$ cat src/rtl/mem_arbiter.sv
// Three-way arbiter for the unified single-port memory.
// The CPU MEM stage has fixed priority. The FFT and crypto accelerators share a
// round-robin slot, and either one can override the CPU once it has waited too long.
// Each accelerator is restricted to its own address window. A violating access
// is consumed without a memory strobe and raises a one-cycle error pulse.
// All requesters share one registered read-response register.
module mem_arbiter #(
  parameter int unsigned AW           = 19,
  parameter int unsigned DW           = 19,
  parameter int unsigned STARVE_LIMIT = 8
) (
  input  logic          clk,
  input  logic          rst_n,

  input  logic          cpu_req,
  input  logic          cpu_we,
  input  logic [AW-1:0] cpu_addr,
  input  logic [DW-1:0] cpu_wdata,
  output logic          cpu_gnt,
  output logic          cpu_rvalid,
  output logic [DW-1:0] cpu_rdata,

  input  logic          fft_req,
  input  logic          fft_we,
  input  logic [AW-1:0] fft_addr,
  input  logic [DW-1:0] fft_wdata,
  output logic          fft_gnt,
  output logic          fft_rvalid,
  output logic [DW-1:0] fft_rdata,

  input  logic          cry_req,
  input  logic          cry_we,
  input  logic [AW-1:0] cry_addr,
  input  logic [DW-1:0] cry_wdata,
  output logic          cry_gnt,
  output logic          cry_rvalid,
  output logic [DW-1:0] cry_rdata,

  output logic          err_fft,
  output logic          err_cry,

  output logic          mem_write,
  output logic          mem_read,
  output logic [AW-1:0] mem_addr,
  output logic [DW-1:0] mem_wdata,
  input  logic [DW-1:0] mem_rdata
);

  localparam logic [3:0] Limit  = 4'(STARVE_LIMIT);
  localparam logic [2:0] FftWin = 3'b111;
  localparam logic [2:0] CryWin = 3'b110;

  typedef enum logic [1:0] {SelNone, SelCpu, SelFft, SelCry} sel_e;

  sel_e          sel;
  logic [3:0]    fft_wait_q, fft_wait_d;
  logic [3:0]    cry_wait_q, cry_wait_d;
  logic          rr_cry_q, rr_cry_d;   // 1: crypto is preferred on the next tie
  logic          fft_starve, cry_starve;
  logic          fft_ok, cry_ok;
  logic          win_we, win_ok;
  logic          cpu_rvalid_q, cpu_rvalid_d;
  logic          fft_rvalid_q, fft_rvalid_d;
  logic          cry_rvalid_q, cry_rvalid_d;
  logic [DW-1:0] rdata_q, rdata_d;
  logic          err_fft_q, err_fft_d;
  logic          err_cry_q, err_cry_d;

  assign fft_ok     = (fft_addr[AW-1 -: 3] == FftWin);
  assign cry_ok     = (cry_addr[AW-1 -: 3] == CryWin);
  assign fft_starve = fft_req && (fft_wait_q == Limit);
  assign cry_starve = cry_req && (cry_wait_q == Limit);

  // Winner selection: starving accelerator, then CPU, then round-robin pair.
  always_comb begin
    sel = SelNone;
    if (!rst_n) begin
      sel = SelNone;
    end else if (fft_starve) begin
      sel = SelFft;
    end else if (cry_starve) begin
      sel = SelCry;
    end else if (cpu_req) begin
      sel = SelCpu;
    end else if (fft_req && cry_req) begin
      sel = rr_cry_q ? SelCry : SelFft;
    end else if (fft_req) begin
      sel = SelFft;
    end else if (cry_req) begin
      sel = SelCry;
    end
  end

  assign cpu_gnt = (sel == SelCpu);
  assign fft_gnt = (sel == SelFft);
  assign cry_gnt = (sel == SelCry);

  // Route the winner onto the memory port; everything is zero when idle.
  always_comb begin
    mem_addr  = '0;
    mem_wdata = '0;
    win_we    = 1'b0;
    win_ok    = 1'b0;
    unique case (sel)
      SelCpu: begin
        mem_addr  = cpu_addr;
        mem_wdata = cpu_wdata;
        win_we    = cpu_we;
        win_ok    = 1'b1;
      end
      SelFft: begin
        mem_addr  = fft_addr;
        mem_wdata = fft_wdata;
        win_we    = fft_we;
        win_ok    = fft_ok;
      end
      SelCry: begin
        mem_addr  = cry_addr;
        mem_wdata = cry_wdata;
        win_we    = cry_we;
        win_ok    = cry_ok;
      end
      SelNone: begin
        mem_addr  = '0;
        mem_wdata = '0;
      end
    endcase
    mem_write = (sel != SelNone) && win_we && win_ok;
    mem_read  = (sel != SelNone) && !win_we && win_ok;
  end

  // Wait counters and round-robin pointer next state.
  always_comb begin
    fft_wait_d = '0;
    cry_wait_d = '0;
    rr_cry_d   = rr_cry_q;
    if (fft_req && !fft_gnt) begin
      fft_wait_d = (fft_wait_q >= Limit) ? Limit : fft_wait_q + 4'd1;
    end
    if (cry_req && !cry_gnt) begin
      cry_wait_d = (cry_wait_q >= Limit) ? Limit : cry_wait_q + 4'd1;
    end
    // Starvation grants move the pointer too, so the other side gets the next tie.
    if (fft_gnt) begin
      rr_cry_d = 1'b1;
    end else if (cry_gnt) begin
      rr_cry_d = 1'b0;
    end
  end

  // Read response and error pulse next state.
  always_comb begin
    cpu_rvalid_d = cpu_gnt && !cpu_we;
    fft_rvalid_d = fft_gnt && !fft_we;
    cry_rvalid_d = cry_gnt && !cry_we;
    err_fft_d    = fft_gnt && !fft_ok;
    err_cry_d    = cry_gnt && !cry_ok;
    rdata_d      = rdata_q;
    // A read that violates its window still completes, returning zero.
    if ((sel != SelNone) && !win_we) begin
      rdata_d = win_ok ? mem_rdata : '0;
    end
  end

  // Arbitration state registers.
  always_ff @(posedge clk or negedge rst_n) begin
    if (!rst_n) begin
      fft_wait_q <= '0;
      cry_wait_q <= '0;
      rr_cry_q   <= 1'b0;
    end else begin
      fft_wait_q <= fft_wait_d;
      cry_wait_q <= cry_wait_d;
      rr_cry_q   <= rr_cry_d;
    end
  end

  // Response and error registers; reset drops any in-flight response.
  always_ff @(posedge clk or negedge rst_n) begin
    if (!rst_n) begin
      cpu_rvalid_q <= 1'b0;
      fft_rvalid_q <= 1'b0;
      cry_rvalid_q <= 1'b0;
      rdata_q      <= '0;
      err_fft_q    <= 1'b0;
      err_cry_q    <= 1'b0;
    end else begin
      cpu_rvalid_q <= cpu_rvalid_d;
      fft_rvalid_q <= fft_rvalid_d;
      cry_rvalid_q <= cry_rvalid_d;
      rdata_q      <= rdata_d;
      err_fft_q    <= err_fft_d;
      err_cry_q    <= err_cry_d;
    end
  end

  assign cpu_rvalid = cpu_rvalid_q;
  assign fft_rvalid = fft_rvalid_q;
  assign cry_rvalid = cry_rvalid_q;
  assign cpu_rdata  = rdata_q;
  assign fft_rdata  = rdata_q;
  assign cry_rdata  = rdata_q;
  assign err_fft    = err_fft_q;
  assign err_cry    = err_cry_q;

  a_gnt_onehot : assert property (@(posedge clk) disable iff (!rst_n)
    $onehot0({cpu_gnt, fft_gnt, cry_gnt}));
  a_wait_bound : assert property (@(posedge clk) disable iff (!rst_n)
    (fft_wait_q <= Limit) && (cry_wait_q <= Limit));

endmodule

$ cat config.mk
export PLATFORM = sky130hd
export DESIGN_NAME = mem_arbiter
export DESIGN_NICKNAME = d
export VERILOG_FILES = /design/src/rtl/mem_arbiter.sv
export SDC_FILE = /design/constraint.sdc
export NUM_CORES = 1
export LEC_CHECK = 0
export ABC_CLOCK_PERIOD_IN_PS = 2300
export CAP_MARGIN = 15
export CORE_MARGIN = 5
export CORE_UTILIZATION = 28
export CTS_CLUSTER_SIZE = 25
export DETAILED_ROUTE_END_ITERATION = 16
export PLACE_DENSITY = 0.77
export SYNTH_ARGS = -nofsm -noshare
export SYNTH_HDL_FRONTEND = slang
export SYNTH_SLANG_ARGS = --single-unit
$ cat constraint.sdc
create_clock -name clk -period 2.3 [get_ports clk]
set_input_delay 0.46 -clock clk [delete_from_list [all_inputs] [get_ports clk]]
set_output_delay 0.46 -clock clk [all_outputs]
set_load 0.005 [all_outputs]
Yosys cells after proc, flatten, opt, wreduce, memory -nomap -nowiden:

Cells that the tools add are included.

* register bits after elaboration: 33
* input port bits: 141
* output and inout port bits: 105

* equal/unequal tests: 7
* reduce and logical (&&, ||, !) cells: 25
* muxes and demuxes: 19
* $add $sub $neg: 2
* $lt $le $gt $ge: 2

Operators by type and width (count)
* $pmux W19 S4: 2
* $mux W19: 1
* $mux W4: 4
* $logic_and A1 B1 Y1: 14
* $mux W2: 7
* $add A4 B1 Y4 const B: 2
* $eq A4 B4 Y1 const B: 2
* $ge A4 B4 Y1 const B: 2
* $logic_not A1 Y1: 8
* $eq A3 B3 Y1 const B: 2
* $pmux W1 S3: 2
* $eq A2 B2 Y1 const B: 2
* $reduce_bool A2 Y1: 2
* $mux W1: 3
* $eq A2 B1 Y1 const B: 1
* $logic_not A2 Y1: 1

Logic depth before layout (Yosys ltp):

* depth after elaboration: 12
* depth in mapped cells: 10
* depth with buffers taken out: 8

Worst setup path before layout:

No wires, ideal clock.

* path type: reg2out
* from: reg cry_wait_q[0]
* to: out mem_write
* buffers on the path: 1
* arrival: 1.764 ns
* required time: 1.840 ns
* path slack: 0.076 ns
* cell stages (with the launch flop): 10
* cells stage by stage: dfrtp_1 inv_1 ha_1 nand4b_2 o211a_4 o22a_4 a31oi_4 buf_6 o21ai_2 a31oi_2

* longest elaborated chain between the ends: 9

Ends and longest elaborated chain
* start, declared: line 57 `logic [3:0] cry_wait_q, cry_wait_d;`
* start signal, assigned: line 173 `cry_wait_q <= cry_wait_d;`
* $eq A4 B4 Y1 *: line 72 `assign cry_starve = cry_req && (cry_wait_q == Limit);`
* $logic_and A1 B1 Y1 *: line 72
* $mux W2 *: line 81 `end else if (cry_starve) begin`
* $mux W2 *: line 79 `end else if (fft_starve) begin`
* $mux W2 *: line 77 `if (!rst_n) begin`
* $eq A2 B2 Y1 or $eq A2 B1 Y1 (tied branches): line 104 `unique case (sel)`
* $pmux W1 S3: line 104
* $logic_and A1 B1 Y1: line 128 `mem_write = (sel != SelNone) && win_we && win_ok;`
* $logic_and A1 B1 Y1 *: line 128
* end, declared: line 42 `output logic mem_write,`

Every way passes the cells marked *; elsewhere a longest branch is shown, timed or not.

Worst setup path in the final report:

* from: reg cry_wait_q[1]
* to: out mem_wdata[12]

* longest elaborated chain between the ends: 7

Ends and longest elaborated chain
* $eq A4 B4 Y1 *: line 72
* $logic_and A1 B1 Y1 *: line 72
* $mux W2 *: line 81
* $mux W2 *: line 79
* $mux W2 *: line 77
* $eq A2 B2 Y1, or another cell as far along: line 104
* $pmux W19 S4 *: line 104
* end, declared: line 45 `output logic [DW-1:0] mem_wdata,`

Marks and branches as above.

==> results.md <==
* Final Cycle Share at 1.13
* Switching part of the total power at 0.301
* # clock sinks at 33
* Clock Tree Root: clkbuf_8
* Synth Area per Inst at slightly above 8 um2
* Setup WS pre-CTS at -1.07 ns
* Final hold slack at 0.169 ns
* Unrepaired setup endpoints after global routing: yes
* Drt first pass iters at 4
* Remaining DRCs at 0
* Comb pwr share at 0.527
* Setup CP Type: reg -> out
* Vias per std cell at 4.55
* Register area at 826 um2
* Leak at 2.49 nW
* First-pass GRT wire length at 18,200 um
* Max_cap viols at 0
* Vias in the first global route at approximately 3,500
* Final RePlAce weighted congestion at 0.918
* IO buf count at roughly 250
* Delay-heaviest family, CP: buffers and inverters
* Clock Latency Late Sink at around 0.28 ns
* Synth cell types at 39
* Async set-or-reset flop fraction in the synthesized netlist at 1.00
* CP startpoint kind: register
* Largest cells by area after synthesis: dfrtp_1 31%, mux2i_1 14%, buf_4 12%
* CTS tree: done
* Nets at 735
* Cell area after synthesis at 0.00269 mm2
* Post-route ant nets at 0
* Register share of total power at 0.298
* Final WS setup at -0.301 ns
* Share of layout cells above drive strength 1 at 0.303
* Non-Filler Instances at 720
* Post-synth top area cell: dfrtp_1
* CP arrival at 2.14 ns
* Multi-input logic area at around 0.0016 mm2
* Final setup vio count at 41
* Top-level port count at 246
* Worst-path fanout max at 7
* Drt initial violations at 93
* Wire per inst at 16.8 um
* Inst Count DP at approximately 680
* WP data required at about 1.8 ns
* Gate Count Post-Synth at 327
* VDD IR-drop max at 0.186 mV
* Finished Cell Area at 0.00573 mm2
* Detailed Place HPWL at 9820 um
* Worst r2r path cells at 11
* Sequential fraction of the synthesis area at 0.308
* Hold Path Class: in -> async
* Failing checks: setup timing
* EDFF count, synth at 0
* Total core area at 0.00928 mm2
* Initial Util at 0.289
* Cell with the most instances after synthesis: nand2_1
* Dpl cell area at between 0.005 and 0.006 mm2
* Synth Warn # at 0
* Setup slack, reg-to-reg at 0.15 ns
* Clk buf depth at 2
* Total GRT Usage at 0.199
* CP max stage delay at 0.40 ns
* Final hold violations at 0
* Die H at 108 um
* Clock Skew at 0.00751 ns
* CP bufs+invs at 5
* Most frequent cells after synthesis: 65 x nand2_1, 42 x buf_4, 38 x mux2i_1
* Cell Rows at 35
* CTS Buf Count at 5
* Fillers at 795
* Clock power frac at 0.176
* Crit path depth at 11
* Syn-to-layout area delta at 113%
* Fmax at just under 0.4 GHz
* Vias at 3,278
* Yosys reg bits at 33
* Largest net degree at the start of global routing at 32
* Status: finished, violations left
* Total wire length at 12,100 um
* Internal power at 1.65 mW
* Post-synth top area share at 0.308
* Gr ovfl total at 0
* Chip width at 108 um
* Worst-margin pin slew at 0.399 ns
* Worst path slowest cell: dfrtp_1
* H-tree levels at 2
* Worst-path cell chain: inv_2 -> ha_4 -> nand4b_4 -> o211a_4 -> nor2_4 -> buf_4 -> buf_8 -> buf_6 -> mux2i_1 -> o21ai_1 -> buf_2
* PwrDens at between 400 and 500 mW/mm2
* Minimum clock period at roughly 2.6 ns
* ANT cells at 0
* CP endpoint kind: output pin
* Slew margin rel. at 0.734
* Net Count, Synth at 472
* Slew Viols, Final at 0
* Die ar. at 0.0116 mm2
* Final setup TNS at -9.57 ns
* Psw at 0.713 mW
* Post-synth top flop: dfrtp_1
* Initial antenna violation count at 0
* CTS clk-pin slew, worst paths at 0.07 ns
cell type report:
| cell class | count | area share |
|---|---|---|
| tap | 129 | 0.0282 |
| timing repair buffer | 314 | 0.521 |
| multi-input combinational | 226 | 0.285 |
| clock buffer | 5 | 0.0120 |
| sequential | 33 | 0.144 |
| inverter | 10 | 0.00655 |
| clock inverter | 3 | 0.00306 |
final timing paths:
| kind | start | endpoint |
|---|---|---|
| setup / recovery | cry_wait_q[1] | mem_wdata[12] |
| hold / removal | rst_n | rr_cry_q |
| setup reg to reg | cry_wait_q[1] | cpu_rdata[15] |
| hold reg to reg | rr_cry_q | rr_cry_q |
| max in group asynchronous | rst_n | cry_wait_q[3] |
| min in group clk | rr_cry_q | rr_cry_q |
cell families (layout without fill, tap and decap cells):
family	after synthesis	count (layout)	synth area share
AO/OA/AOI/OAI	72	72	0.167
XOR/XNOR	2	2	0.00652
adder cells (fa/ha/maj)	4	4	0.0186
buffers and inverters	68	332	0.162
flip-flops	33	33	0.308
multiplexers	38	38	0.142
AND/OR/NAND/NOR	110	110	0.197
through the flow:
step / util / power, mW
6_report: 0.617 / 2.37
5_1_grt: 0.617 / 2.51
4_1_cts: 0.609 / 2.38
2_1_floorplan: - / 1.16
3_3_place_gp: 0.565 / 1.84
3_5_place_dp: 0.565 / 1.86
power by group through the flow:
stage,Combinational (mW),Clock (mW),Sequential [mW]
3_3_place_gp,1.13,0,0.712
6_report,1.25,0.415,0.704
2_1_floorplan,0.448,0,0.713
5_1_grt,1.34,0.455,0.718
3_5_place_dp,1.15,0,0.716
4_1_cts,1.24,0.437,0.706
repair_timing:
| item | in CTS | in global routing |
|---|---|---|
| resized for setup | 248 | 42 |
| gates cloned | 4 | 0 |
| pin swaps | 22 | 15 |
| endpoints found under the setup margin | 43 | 44 |
| hold endpoints to repair | 1 | 0 |
| setup buffers | 22 | 8 |
| hold buffers | 1 | 0 |
worst register-to-register path, cell delays in order, from the launching register on:
cell	delay, ns
dfrtp_1	0.40
inv_2	0.07
ha_4	0.14
nand4b_4	0.13
buf_6	0.15
a31o_4	0.24
o22a_4	0.20
a31oi_4	0.16
buf_4	0.13
buf_4	0.22
nand2_1	0.10
o21ai_1	0.13
flip-flops by register name (all words and copies together) (netlist names):
signal and cells:
cpu_rdata 19, cpu_rvalid 1, cry_rvalid 1, cry_wait_q 4, err_cry 1, err_fft 1, fft_rvalid 1, fft_wait_q 4
rr_cry_q 1
layout by cell type (no fill, tap or decap), drive strengths merged, types with 5 or more instances in the layout:
cell,instances
clkdlybuf4s50,199
clkbuf,5
o21ai,60
buf,112
nor2,7
a31oi,6
nand2,66
mux2i,38
dfrtp,33
inv,10
nor3,7
nand3,20
metal layers:
layer / vias up / share of wire / GRT usage
li1: 1609 / - / -
met1: 1472 / 0.35 / 0.212
met2: 180 / 0.53 / 0.372
met3: 17 / 0.10 / 0.0618
met4: 0 / 0.017 / 0.0640
met5: - / 0 / 0
Note: power is estimated with default switching activity, not from simulation.
